## config.mk

```make
export PLATFORM = sky130hd
export DESIGN_NAME = aes_nibble_seq
export DESIGN_NICKNAME = d
export VERILOG_FILES = /design/src/rtl/aes_nibble_seq.sv
export SDC_FILE = /design/constraint.sdc
export NUM_CORES = 1
export LEC_CHECK = 0
export ABC_AREA = 1
export CORE_MARGIN = 5
export CORE_UTILIZATION = 57
export DETAILED_ROUTE_END_ITERATION = 12
export DONT_BUFFER_PORTS = 1
export GPL_TIMING_DRIVEN = 0
export PLACE_DENSITY = 0.72
export SYNTH_ARGS = -nofsm -noshare
export SYNTH_HDL_FRONTEND = slang
export SYNTH_SLANG_ARGS = --single-unit
```

## constraint.sdc

```tcl
create_clock -name clk -period 1.55 [get_ports clk]
set_input_delay 0.2325 -clock clk [delete_from_list [all_inputs] [get_ports clk]]
set_output_delay 0.2325 -clock clk [all_outputs]
set_load 0.03 [all_outputs]
```

## src/rtl/aes_nibble_seq.sv

```systemverilog
// aes_nibble_seq: nibble-serial wrapper around a 128-bit AES core (load, kick, wait, unload)
// Ports:
//   clk, rst_n              clock, asynchronous active-low reset
//   start                   begin a transaction (sampled only while idle)
//   block_nib, key_nib      plaintext / key nibbles, MSB nibble first, one per LOAD cycle
//   text_in, key_in, ld     assembled operands and one-cycle start strobe to the core
//   core_done, core_text_out core result pulse and ciphertext
//   dout, dout_valid, dout_ready ciphertext nibble stream, MSB nibble first
//   busy, err               not idle / sticky wait timeout
module aes_nibble_seq #(
    parameter int TIMEOUT = 64
) (
    input  logic         clk,
    input  logic         rst_n,
    input  logic         start,
    input  logic [3:0]   block_nib,
    input  logic [3:0]   key_nib,
    output logic [127:0] text_in,
    output logic [127:0] key_in,
    output logic         ld,
    input  logic         core_done,
    input  logic [127:0] core_text_out,
    output logic [3:0]   dout,
    output logic         dout_valid,
    input  logic         dout_ready,
    output logic         busy,
    output logic         err
);
    typedef enum logic [2:0] {IDLE, LOAD, KICK, WAIT, UNLOAD} state_t;
    localparam logic [7:0] TMAX = 8'(TIMEOUT - 1);
    state_t state;
    logic [127:0] text_r, key_r, out_r;
    logic [4:0] cnt;
    logic [7:0] timer;
    assign text_in = text_r;
    assign key_in = key_r;
    assign dout = out_r[127:124];
    always_ff @(posedge clk or negedge rst_n) begin
        if (!rst_n) begin
            state <= IDLE;
            text_r <= '0;
            key_r <= '0;
            out_r <= '0;
            cnt <= '0;
            timer <= '0;
            ld <= 1'b0;
            dout_valid <= 1'b0;
            busy <= 1'b0;
            err <= 1'b0;
        end else begin
            case (state)
                IDLE: begin
                    ld <= 1'b0;
                    dout_valid <= 1'b0;
                    busy <= start;
                    if (start) begin
                        state <= LOAD;
                        cnt <= '0;
                        err <= 1'b0;
                    end
                end
                LOAD: begin
                    text_r <= {text_r[123:0], block_nib};
                    key_r <= {key_r[123:0], key_nib};
                    cnt <= cnt + 5'd1;
                    if (cnt == 5'd31) begin
                        state <= KICK;
                        ld <= 1'b1;
                    end
                end
                KICK: begin
                    ld <= 1'b0;
                    timer <= '0;
                    state <= WAIT;
                end
                WAIT: begin
                    // a result arriving on the timeout cycle still wins
                    if (core_done) begin
                        out_r <= core_text_out;
                        cnt <= '0;
                        dout_valid <= 1'b1;
                        state <= UNLOAD;
                    end else begin
                        timer <= timer + 8'd1;
                        if (timer == TMAX) begin
                            err <= 1'b1;
                            busy <= 1'b0;
                            state <= IDLE;
                        end
                    end
                end
                UNLOAD: begin
                    if (dout_valid && dout_ready) begin
                        out_r <= {out_r[123:0], 4'h0};
                        cnt <= cnt + 5'd1;
                        if (cnt == 5'd31) begin
                            dout_valid <= 1'b0;
                            busy <= 1'b0;
                            state <= IDLE;
                        end
                    end
                end
                default: begin
                    state <= IDLE;
                    ld <= 1'b0;
                    dout_valid <= 1'b0;
                    busy <= 1'b0;
                end
            endcase
        end
    end
endmodule

```

==> metrics.txt <==
run status finished, violations left; failing checks hold timing, setup timing; CP required 1.96 ns; critical path endpoint category register; critical path arrival 1.97 ns; Post-Syn Instances 2187; vias 14800; largest family of logic cells by synthesized area simple AND/OR/NAND/NOR gates; Final setup viols 15; Synth Area in Adders 0.00218; post-layout util 0.714; CTS max path bufs 3; clock skew 0.0206 ns; syn nets 2331; Max H-tree Level 2; fin. max-slew vios 0; # hold bufs at CTS 138; vias in the first global route 14600; Mapped Area 17300 sq um; Slew @ Worst Pin 1.07 ns; die height 184 um; drt wl/cell 16.8 um; starting density of the core 0.579; # IOs 405; DRT Wirelength 47.2 mm; Reg clk slew, reported paths 0.06 ns; area of the core 29800 sq um; Max Fanout on Critical Path 10; Final HPWL DP 30.9 mm; Root Driver clkbuf_16; Cells after DPL 2577; cts bufs inserted 41; post-synth top area share 0.586; max-cap violation count 0; mux contribution to synthesized area 0; yosys warns 0; Non-Filler Instances 2805; Slew headroom 0.285; row count 63; antenna violations before repair 2; reg2reg start state[1]$_DFFE_PN0P_; I/O Buffers 0; post-layout minimum cycle time 1.57 ns; DP Area 17700 sq um; clk sink count 404; first-pass GRT wire length 75.7 mm; total track usage 0.273; antenna-violating nets left 0; Post-Syn Area per Cell 7.89 sq um; Worst setup startpoint state[1]$_DFFE_PN0P_; Worst-Skew Late Latency 0.53 ns; Fin. Hold Viols 404; part of the cycle the worst path needs 1.01; routability cong. 0.874; Synth-to-Final Area Change 23.3%; RSZ-0062 raised after global routing yes; sequential fraction of the synthesis area 0.586; Synth Area in Simple Gates 0.356; Hold WS -0.601 ns; FILL cells 2183; post-synthesis compound-gate area fraction 0.0119; Critical Path Start Type register; leak pwr 11.4 nW; TritonCTS clock tree yes; Power Density 1020 nW/um^2; total gr overflow 0; dominant cells by area after synthesis dfrtp_1 59%, nand2_1 31%, nand3_1 4.0%; pin count of the biggest net entering global routing 405; die area 33800 sq um; # DRC 0; Setup TNS -0.0843 ns; vias per inst 5.29; Max IR drop VDD 0.764 mV; hold crit path type in -> async; post-synth cell types 24; flop and latch count out of synthesis 404; nets@finish 2526; finished layout cell area 21300 sq um; XOR/XNOR Fraction of Synth Area 0.00102; drt pass-1 iters 5; maximum clock frequency 639 MHz; die width 184 um; leading area contributor after synthesis dfrtp_1; kind of critical path reg -> reg; share of cells above drive strength 1 0.0995; Setup WS post-layout -0.0157 ns; DRT iter0 DRCs 1183
cells in the mapped netlist:
| library cell | number |
|---|---|
| o21ai_2 | 1 |
| ha_1 | 3 |
| inv_1 | 23 |
| buf_2 | 50 |
| clkbuf_1 | 51 |
| xor2_1 | 1 |
| nor2_2 | 2 |
| a21oi_1 | 4 |
| nor2_1 | 20 |
| nand2_1 | 1421 |
| nand4_1 | 1 |
| buf_4 | 11 |
| nand2_2 | 2 |
| o31ai_1 | 1 |
| nand3_1 | 139 |
| buf_1 | 8 |
| a22o_1 | 1 |
| o21ai_0 | 28 |
| xnor2_1 | 1 |
| o21ai_1 | 4 |
| nand3b_1 | 1 |
| inv_2 | 2 |
| buf_6 | 8 |
| dfrtp_1 | 404 |
cell families after synthesis:
logic type               count (synthesis)
flip-flops                             404
adder cells (fa/ha/maj)                  3
XOR/XNOR                                 2
AO/OA/AOI/OAI                           39
buffers and inverters                  153
AND/OR/NAND/NOR                       1586
critical path, stage by stage, from the launching register on:
cell and delay (ns):
dfrtp_2 0.45, nor2_4 0.13, nand2_4 0.10, o21ai_4 0.22, nand2_4 0.12, buf_12 0.17
buf_8 0.14, nand2_2 0.06, nand2_1 0.05
flip-flops by register name, summed over array words and instances (netlist names):
| register | flops |
|---|---|
| text_in | 128 |
| state | 3 |
| timer | 8 |
| key_in | 128 |
| busy | 1 |
| dout_valid | 1 |
| err | 1 |
| ld | 1 |
| out_r | 128 |
| cnt | 5 |
final timing paths:
path / to / slack [ns] / depth (start not counted)
min reg2reg: out_r[84]$_DFFE_PN0P_ / 0.47 / 2
min in group clk: state[2]$_DFFE_PN0P_ / 0.06 / 3
max: out_r[57]$_DFFE_PN0P_ / -0.02 / 8
max in group asynchronous: state[2]$_DFFE_PN0P_ / 1.23 / 0
max reg2reg: out_r[57]$_DFFE_PN0P_ / -0.02 / 8
min: key_in[117]$_DFFE_PN0N_ / -0.60 / 0
final cells by class:
| type | instances | area, sq um | area share |
|---|---|---|---|
| Antenna cell | 2 | 5.00 | 0.000235 |
| Buffer | 128 | 1050 | 0.0495 |
| Clock buffer | 59 | 1240 | 0.0581 |
| Clock inverter | 15 | 254 | 0.0119 |
| Inverter | 25 | 101 | 0.00476 |
| Multi-Input combinational cell | 1630 | 6520 | 0.306 |
| Sequential cell | 404 | 10100 | 0.476 |
| Tap cell | 390 | 488 | 0.0229 |
| Timing Repair Buffer | 152 | 1500 | 0.0706 |
cells in the final DEF (no fill, tap or decap), types with 2 or more instances in the layout:
cell type and count:
nand2_1 1411, dfrtp_1 400, nand3_1 139, dlygate4sd3_1 138, clkbuf_16 43, buf_4 37, buf_6 33, buf_2 28
o21ai_0 26, inv_1 22, clkbuf_2 16, clkbuf_4 15, nor2_1 12, clkbuf_8 10, clkbuf_1 8, buf_8 7
clkinv_2 7, bufinv_16 7, nand2_4 6, nand2_2 6, o21ai_1 6, nor2_2 5, nor2_4 5, buf_12 4
a21oi_1 4, dfrtp_2 4, diode_2 2, inv_6 2, ha_2 2
power by group:
| part | leakage (nW) | switching, mW | total (mW) | internal [mW] |
|---|---|---|---|---|
| logic | 5.73 | 0.0761 | 0.311 | 0.235 |
| registers | 4.94 | 0.00177 | 10.5 | 10.5 |
| clock network | 0.740 | 4.08 | 10.8 | 6.71 |
layer usage:
layer  up-vias  global-route usage  share of wire
li1       7090                   -              -
met1      7035               0.347           0.39
met2       592               0.442           0.48
met3       127              0.0843          0.098
met4         0               0.101          0.037
met5         -                   0              0
what timing repair did:
item	4_1_cts	5_1_grt
endpoints found under the setup margin	398	383
pin swaps	13	8
hold endpoints to repair	549	404
buffers inserted	11	3
gates resized for setup	117	147
per-stage QoR:
step / total power [mW] / hold slack, ns / setup slack, ns
2_1_floorplan: 10.7 / -0.0631 / 0.0286
3_3_place_gp: 10.7 / -0.0542 / -0.423
3_5_place_dp: 10.7 / -0.0539 / -0.442
4_1_cts: 21.8 / -0.616 / -0.0247
5_1_grt: 22.3 / -0.626 / -0.103
6_report: 21.7 / -0.601 / -0.0157
Power figures use the tool's default switching activity.
